==> config.mk <==
export PLATFORM = sky130hd
export DESIGN_NAME = lorenz_stream_packer
export DESIGN_NICKNAME = d
export VERILOG_FILES = /design/src/rtl/lorenz_stream_packer.sv
export SDC_FILE = /design/constraint.sdc
export NUM_CORES = 1
export LEC_CHECK = 0
export CELL_PAD_IN_SITES_DETAIL_PLACEMENT = 0
export CELL_PAD_IN_SITES_GLOBAL_PLACEMENT = 2
export CORE_ASPECT_RATIO = 0.7
export CORE_UTILIZATION = 25
export DETAILED_ROUTE_END_ITERATION = 7
export DONT_BUFFER_PORTS = 1
export GPL_ROUTABILITY_DRIVEN = 0
export PLACE_DENSITY_LB_ADDON = 0.1
export SETUP_SLACK_MARGIN = 0.02
export SLEW_MARGIN = 20
export SYNTH_ARGS = -nofsm -noshare
export SYNTH_HDL_FRONTEND = slang
export SYNTH_SLANG_ARGS = --single-unit
==> constraint.sdc <==
create_clock -name clk -period 9.25 [get_ports clk]
set_input_delay 2.3125 -clock clk [delete_from_list [all_inputs] [get_ports clk]]
set_output_delay 2.3125 -clock clk [all_outputs]
set_load 0.01 [all_outputs]
==> src/rtl/lorenz_stream_packer.sv <==
// lorenz_stream_packer
//
// Decimates the Lorenz generator's x/y/z state stream, buffers kept triples
// in a small FIFO and sends each one as a four-word packet
// (header, x, y, z) on a valid/ready stream. When the FIFO is full, kept
// samples are dropped, counted in a saturating counter and flagged in a
// sticky overflow bit.
//
// Parameters:
//   BITLENGTH  sample / stream word width (>= 16)
//   DEPTH      FIFO depth in triples (power of two, >= 2)
//   DECIM      keep one sample in every DECIM (1..255)
//
// Ports:
//   clk        rising-edge system clock
//   rst        asynchronous reset, active low
//   in_valid   x/y/z carry a new generator step this cycle
//   x, y, z    signed state samples, passed through bit-exact
//   out_ready  downstream accepts out_data this cycle
//   out_valid  out_data holds a packet word
//   out_data   packet word: {8'hA5, seq} header, then x, y, z
//   out_last   high on the z word, the final word of a packet
//   dropped    saturating count of kept samples lost to a full FIFO
//   overflow   sticky flag, set on the first drop

module lorenz_stream_packer #(
  parameter int BITLENGTH = 16,
  parameter int DEPTH     = 4,
  parameter int DECIM     = 1
) (
  input  logic                 clk,
  input  logic                 rst,
  input  logic                 in_valid,
  input  logic [BITLENGTH-1:0] x,
  input  logic [BITLENGTH-1:0] y,
  input  logic [BITLENGTH-1:0] z,
  input  logic                 out_ready,
  output logic                 out_valid,
  output logic [BITLENGTH-1:0] out_data,
  output logic                 out_last,
  output logic [7:0]           dropped,
  output logic                 overflow
);

  localparam int             AW         = $clog2(DEPTH);
  localparam logic [AW:0]    FULL_COUNT = DEPTH[AW:0];
  localparam logic [AW:0]    ONE_COUNT  = 1;
  localparam logic [AW-1:0]  ONE_PTR    = 1;
  localparam logic [7:0]     DCNT_LAST  = DECIM[7:0] - 8'd1;

  typedef enum logic [2:0] {IDLE, HDR, XW, YW, ZW} state_t;

  logic [7:0]           seq_mem [DEPTH];
  logic [BITLENGTH-1:0] x_mem   [DEPTH];
  logic [BITLENGTH-1:0] y_mem   [DEPTH];
  logic [BITLENGTH-1:0] z_mem   [DEPTH];

  logic [AW-1:0]        wptr;
  logic [AW-1:0]        rptr;
  logic [AW-1:0]        rptr_next;
  logic [AW:0]          count;
  logic [7:0]           seq;
  logic [7:0]           dcnt;

  logic                 keep;
  logic                 full;
  logic                 wr_en;
  logic                 pop;

  state_t               state;
  state_t               state_nx;
  logic                 valid_nx;
  logic                 last_nx;
  logic [BITLENGTH-1:0] data_nx;
  logic [BITLENGTH-1:0] hdr_head;
  logic [BITLENGTH-1:0] hdr_after;

  // Fullness uses the registered occupancy only, so a pop in the same
  // cycle never frees a slot for the incoming sample.
  assign keep      = in_valid && (dcnt == 8'd0);
  assign full      = (count == FULL_COUNT);
  assign wr_en     = keep && !full;
  assign pop       = (state == ZW) && out_ready;
  assign rptr_next = rptr + ONE_PTR;

  // Decimation phase counter; the sample seen at phase 0 is the one kept.
  always_ff @(posedge clk or negedge rst) begin
    if (!rst) begin
      dcnt <= 8'd0;
    end else if (in_valid) begin
      dcnt <= (dcnt == DCNT_LAST) ? 8'd0 : dcnt + 8'd1;
    end
  end

  // Write side bookkeeping: sequence number advances only on a real write,
  // a kept sample that finds the FIFO full is counted as a drop instead.
  always_ff @(posedge clk or negedge rst) begin
    if (!rst) begin
      wptr     <= '0;
      seq      <= 8'd0;
      dropped  <= 8'd0;
      overflow <= 1'b0;
    end else if (wr_en) begin
      wptr <= wptr + ONE_PTR;
      seq  <= seq + 8'd1;
    end else if (keep) begin
      overflow <= 1'b1;
      if (dropped != 8'hFF) begin
        dropped <= dropped + 8'd1;
      end
    end
  end

  // FIFO storage carries no reset; entries are only read once written.
  always_ff @(posedge clk) begin
    if (wr_en) begin
      seq_mem[wptr] <= seq;
      x_mem[wptr]   <= x;
      y_mem[wptr]   <= y;
      z_mem[wptr]   <= z;
    end
  end

  // Read pointer and occupancy; simultaneous write and pop cancel out.
  always_ff @(posedge clk or negedge rst) begin
    if (!rst) begin
      rptr  <= '0;
      count <= '0;
    end else begin
      if (pop) begin
        rptr <= rptr_next;
      end
      case ({wr_en, pop})
        2'b10:   count <= count + ONE_COUNT;
        2'b01:   count <= count - ONE_COUNT;
        default: count <= count;
      endcase
    end
  end

  // Header words for the current head and for the entry behind it; the
  // latter is needed when a ZW pop rolls straight into the next packet.
  always_comb begin
    hdr_head         = '0;
    hdr_head[15:0]   = {8'hA5, seq_mem[rptr]};
    hdr_after        = '0;
    hdr_after[15:0]  = {8'hA5, seq_mem[rptr_next]};
  end

  // Next state and next output word. Outputs are registered alongside the
  // state, so out_ready only steers what gets loaded at the next edge and
  // a stalled word holds by default.
  always_comb begin
    state_nx = state;
    valid_nx = out_valid;
    data_nx  = out_data;
    last_nx  = out_last;
    case (state)
      IDLE: begin
        if (count != '0) begin
          state_nx = HDR;
          valid_nx = 1'b1;
          data_nx  = hdr_head;
          last_nx  = 1'b0;
        end
      end
      HDR: begin
        if (out_ready) begin
          state_nx = XW;
          data_nx  = x_mem[rptr];
        end
      end
      XW: begin
        if (out_ready) begin
          state_nx = YW;
          data_nx  = y_mem[rptr];
        end
      end
      YW: begin
        if (out_ready) begin
          state_nx = ZW;
          data_nx  = z_mem[rptr];
          last_nx  = 1'b1;
        end
      end
      ZW: begin
        if (out_ready) begin
          last_nx = 1'b0;
          if (count > ONE_COUNT) begin
            state_nx = HDR;
            data_nx  = hdr_after;
          end else begin
            state_nx = IDLE;
            valid_nx = 1'b0;
            data_nx  = '0;
          end
        end
      end
      default: begin
        state_nx = IDLE;
        valid_nx = 1'b0;
        data_nx  = '0;
        last_nx  = 1'b0;
      end
    endcase
  end

  // State and stream output registers; reset aborts any packet in flight.
  always_ff @(posedge clk or negedge rst) begin
    if (!rst) begin
      state     <= IDLE;
      out_valid <= 1'b0;
      out_data  <= '0;
      out_last  <= 1'b0;
    end else begin
      state     <= state_nx;
      out_valid <= valid_nx;
      out_data  <= data_nx;
      out_last  <= last_nx;
    end
  end

endmodule

# Yosys cells after proc, flatten, opt, wreduce, memory -nomap -nowiden
# Memories as Yosys holds them, arrays and structs flattened.
# Index checks and enable logic that the tools add are counted.
[totals]
in_bits = 52
reg_bits = 53
n_memories = 4
word_cells = 81
ram_bits = 224
out_inout_bits = 27
[mem_list]
columns = ["memory", "depth", "width", "read_ports", "rd_clocked_by_memory_dff", "write_ports", "line", "source"]
rows = [
  ["x_mem", 4, 16, 1, 0, 1, "54", "logic [BITLENGTH-1:0] x_mem [DEPTH];"],
  ["y_mem", 4, 16, 1, 0, 1, "55", "logic [BITLENGTH-1:0] y_mem [DEPTH];"],
  ["z_mem", 4, 16, 1, 0, 1, "56", "logic [BITLENGTH-1:0] z_mem [DEPTH];"],
  ["seq_mem", 4, 8, 2, 0, 1, "53", "logic [7:0] seq_mem [DEPTH];"],
]
[op_classes]
n_bitwise = 3
addsub = 7
eq_ne = 14
reduce_logical = 15
magnitude_cmp = 1
mux = 26
[op_table]
columns = ["cell", "n"]
rows = [
  ["two-way mux 16 bit", 6],
  ["one-hot mux 16 bit (5 select lines)", 1],
  ["adder 8 x 1 -> 8 bit (second input constant)", 3],
  ["two-way mux 3 bit", 5],
  ["one-hot mux 3 bit (5 select lines)", 1],
  ["inequality test 2 bit (second input constant)", 6],
  ["two-way mux 1 bit", 9],
  ["zero test 8 bit", 1],
  ["two-way mux 8 bit", 1],
  ["inequality test 8 bit (second input constant)", 1],
  ["AND reduction 4 bit", 2],
  ["== test 3 x 2 -> 1 bit (second input constant)", 2],
  ["== test 3 bit (second input constant)", 2],
  ["one-hot mux 3 bit (2 select lines)", 1],
  ["AND reduction 5 bit", 1],
  ["adder 2 x 1 -> 2 bit (second input constant)", 2],
  ["one-hot mux 1 bit (4 select lines)", 1],
  ["adder 3 x 1 -> 3 bit (second input constant)", 1],
  ["== test 3 x 1 -> 1 bit (second input constant)", 1],
  ["greater-than comparator 3 x 1 -> 1 bit (second input constant)", 1],
  ["logical AND 1 bit", 3],
  ["zero test 3 bit", 1],
  ["NOT 1 bit", 3],
  ["one-hot mux 1 bit (3 select lines)", 1],
  ["10 further kinds", 10],
]

# Depth between registers and ports, before layout
[logic_depth]
word_depth = 5
mapped_depth = 10

# Least setup slack after synthesis
# Ideal clock, no wire load.
[synth_path]
path_kind = "input port to flip-flop"
from = "input port in_valid"
to = "memory seq_mem[0][0], enable pin"
required_ns = 8.830
arrival_time_ns = 4.762
path_stages = 5
n_path_buf = 2
setup_time_ns = 0.420
slack_ns = 4.068
cell_sequence = "clkbuf_1 nand4bb_1 nor3b_4 buf_2 and2_1"
[synth_between]
elab_chain_cells = 4
[synth_rtl]
columns = ["item", "line", "source"]
rows = [
  ["start, declared", "33", "input logic in_valid,"],
  ["logical AND 1 bit", "80", "assign keep = in_valid && (dcnt == 8'd0);"],
  ["logical AND 1 bit", "82", "assign wr_en = keep && !full;"],
  ["two-way mux 1 bit", "116", "if (wr_en) begin"],
  ["two-way mux 1 bit (not written as such)", "117", "seq_mem[wptr] <= seq;"],
  ["end, declared", "53", ""],
]
# Every way passes these cells.

# Worst setup path in the final report
[layout_path]
from = "input port in_valid"
to = "memory x_mem[3][12], enable pin"
[layout_between]
elab_chain_cells = 4
[layout_rtl]
columns = ["item", "line", "source"]
rows = [
  ["logical AND 1 bit", "80", ""],
  ["logical AND 1 bit", "82", ""],
  ["two-way mux 1 bit", "116", ""],
  ["two-way mux 1 bit (not written as such)", "118", "x_mem[wptr] <= x;"],
  ["end, declared", "54", ""],
]
# Every way passes these cells.

==> metrics.md <==
| Metric | Value |
|---|---|
| Status | finished, final reports clean |
| Antenna violations before repair | 1 |
| Critical Path, Cell by Cell | nand4bb_1 > nor3b_4 > and2_2 > buf_4 |
| Total Wirelength | 28000 um |
| IO Pins | 79 |
| Cts-stage hold buffer count | 0 |
| Layout cells sized above 1 | 11.7% |
| Crit start category | input port |
| Worst-Margin Slew | between 1000 and 1500 ps |
| Storage cell area | 8060 um^2 |
| Layout fillers | between 4000 and 5000 |
| RSZ-0062 raised after global routing | no |
| Starting Density | 25.5% |
| Port Buffers | 0 |
| P per Cell Area | 299 nW/um^2 |
| Pin count of the biggest net entering global routing | 65 |
| Postcts setup bufs | 0 |
| Setup CP Type | in2reg |
| Critical Path Sink Type | flip-flop |
| Core footprint | approximately 44000 um^2 |
| Post-synth EDFFs | roughly 220 |
| Clock Skew | ~18 ps |
| CTS tree | done |
| Endpoints failing hold | 0 |
| Cells after synthesis | ~660 |
| Synth warnings | 0 |
| Number of remaining DRC errors | 0 |
| Setup violations, final | 0 |
| Area leader, netlist | edfxtp_1 |
| Tcrit/Tclk final | a little over two fifths |
| Nets | 731 |
| Vias in the first global route | around 6000 |
| TritonRoute pass-1 iters | 5 |
| Mux cell area share after synthesis | a little over a tenth |
| WP data arrival | 4230 ps |
| WP data required | 9440 ps |
| WL per Instance | roughly 22 um |
| Hold_ws | 470 ps |
| Complex-gate fraction of the synthesized area | a little under 6% |
| Clk buf depth | 3 |
| Clock Latency Late Sink | between 500 and 600 ps |
| H-tree levels | 1 |
| Via count | about 5800 |
| Cell variety after synth | 46 |
| Routed vias/inst | approximately 4.5 |
| Die width | between 200 and 300 um |
| Clk pin slew, worst setup/hold paths | roughly 60 ps |
| Post-DRT Antenna Nets | 0 |
| Max FO, Critical Path | 56 |
| Max incr delay on CP | roughly 700 ps |
| Yosys top cell area share | about three fifths |
| Max-cap viol count | 0 |
| TritonCTS Buffers | 31 |
| Ys async rst share | a little under a fifth |
| Synthesized area per cell | ~17 um^2 |
| Largest family of logic cells by synthesized area | multiplexers |
| First-pass GRT wire length | 41300 um |
| Gr ovfl total | 0 |
| Met1 Track Usage GR | 18.0% |
| TritonCTS Sinks | about 280 |
| Hold Crit Class | reg2reg |
| Max VDD drop | 0.151 mV |
| Fmax | 247 MHz |
| Pleak | about 0.0043 uW |
| Synth Cell Area | ~11000 um^2 |
| Most used routing layer | met2 |
| Crit-path slowest cell | buf_4 |
| Final min period | between 4000 and 5000 ps |
| Met3 Resource Use GR | under 10% |
| Synth-to-Final Area Change | 14.5% |
| Die Ht | between 150 and 200 um |
| Top cells by area, synth | edfxtp_1, dfrtp_1, mux2i_1 |
| Resized Gates After CTS | 0 |
| Synth Area in Simple Gates | 5.61% |
| Footprint of the multi-input gates | 2890 um^2 |
| Post-Synth XOR/XNOR Area | under 10% |
| Met2 Track Usage GR | between 10% and 20% |
| Post-synth top flop | edfxtp_1 |
| Synth Register Bits | roughly 280 |
| CTS Root Cell | clkbuf_16 |
| Site row count | 64 |
| Adder-Cell Fraction of Synth Area | ~1.3% |
| Max-slew violations | 0 |
| Relative max-transition margin | between 10% and 20% |
| Post-Syn Nets | a little over 700 |
| Die Footprint | 45500 um^2 |
| Gr usage total | approximately an eighth |
| Initial DRC count | 327 |
| Setup TNS Final | 0 ps |
| Post-DP HPWL | 16300 um |
| Seq/Total Area, Yosys | around 72% |
[critical path: cells and delay by family]
family	cells	cell delay [ps]
buf+inv	1	700
simple gates	3	1120
[routing by layer]
layer | share of wire, % | up-vias
met1 | 48 | 2994
met2 | 44 | 100
li1 | - | 2638
met5 | 0 | -
met4 | 2.3 | 0
met3 | 4.9 | 41
[layout make-up]
type	instances	area share, %
diodes	1	0.0196
clock buffers	42	6.56
clock inverters	14	1.12
inverters	10	0.294
multi-input cells	341	22.7
flip-flops and latches	277	63.1
well taps	594	5.82
repair buffers	6	0.382
[metrics by stage]
step	instances	total power, uW	util (%)	setup slack (ps)	area, um^2
detailed placement	1228	2670	26.9	4530	11800
floorplan	661	2360	-	4070	11100
CTS	1284	3890	29.1	5160	12800
global placement	1227	2650	26.8	4550	11800
global route	1284	4020	29.1	5020	12800
finish	1285	3810	29.1	5210	12800
[where the power goes]
group          internal [uW]  switching, uW
clock network            691            505
logic                    394            487
registers               1500            232
[synth_stat cells, drive strengths merged, types with 9 or more instances]
library cell,count
edfxtp,224
mux2i,90
dfrtp,53
o22ai,44
buf,26
nand2,23
xnor2,23
a211oi,16
or4,14
a221o,12
ha,12
mux4,12
nor2,11
inv,9
nand4,9
nor2b,9
o21ai,9
[kinds of logic after synthesis]
family / Yosys count
multiplexers: 104
AO/OA/AOI/OAI: 96
AND/OR/NAND/NOR: 101
flip-flops: 277
adder cells (fa/ha/maj): 12
buffers and inverters: 43
XOR/XNOR: 28
[cell usage in the layout, fill, tap and decap left out, types with 12 or more instances in the layout]
cell and instances:
or4_1 13, clkbuf_16 31, mux2i_1 90, ha_1 12
edfxtp_1 224, a221o_1 12, dfrtp_1 51, o22ai_1 44
mux4_2 12, nand2_1 23, xnor2_1 23, a211oi_1 16
[worst paths after layout]
check	from	to	slack (ps)	cells past startpoint
max	in_valid	x_mem[3][12]	5210	4
min	dcnt[7]	dcnt[7]	470	1
max reg2reg	rptr[1]	out_data[6]	5720	5
min reg2reg	dcnt[7]	dcnt[7]	470	1
max in group asynchronous	rst	rptr[1]	7650	0
min in group asynchronous	rst	dropped[1]	1440	0
[state kept, by name, summed over array words and instances (netlist names)]
signal,count
y_mem,64
out_valid,1
state,3
out_last,1
out_data,16
x_mem,64
wptr,2
count,3
dcnt,8
seq_mem,32
z_mem,64
rptr,2
overflow,1
dropped,8
seq,8
No activity file was read; power rests on OpenSTA's default activity.
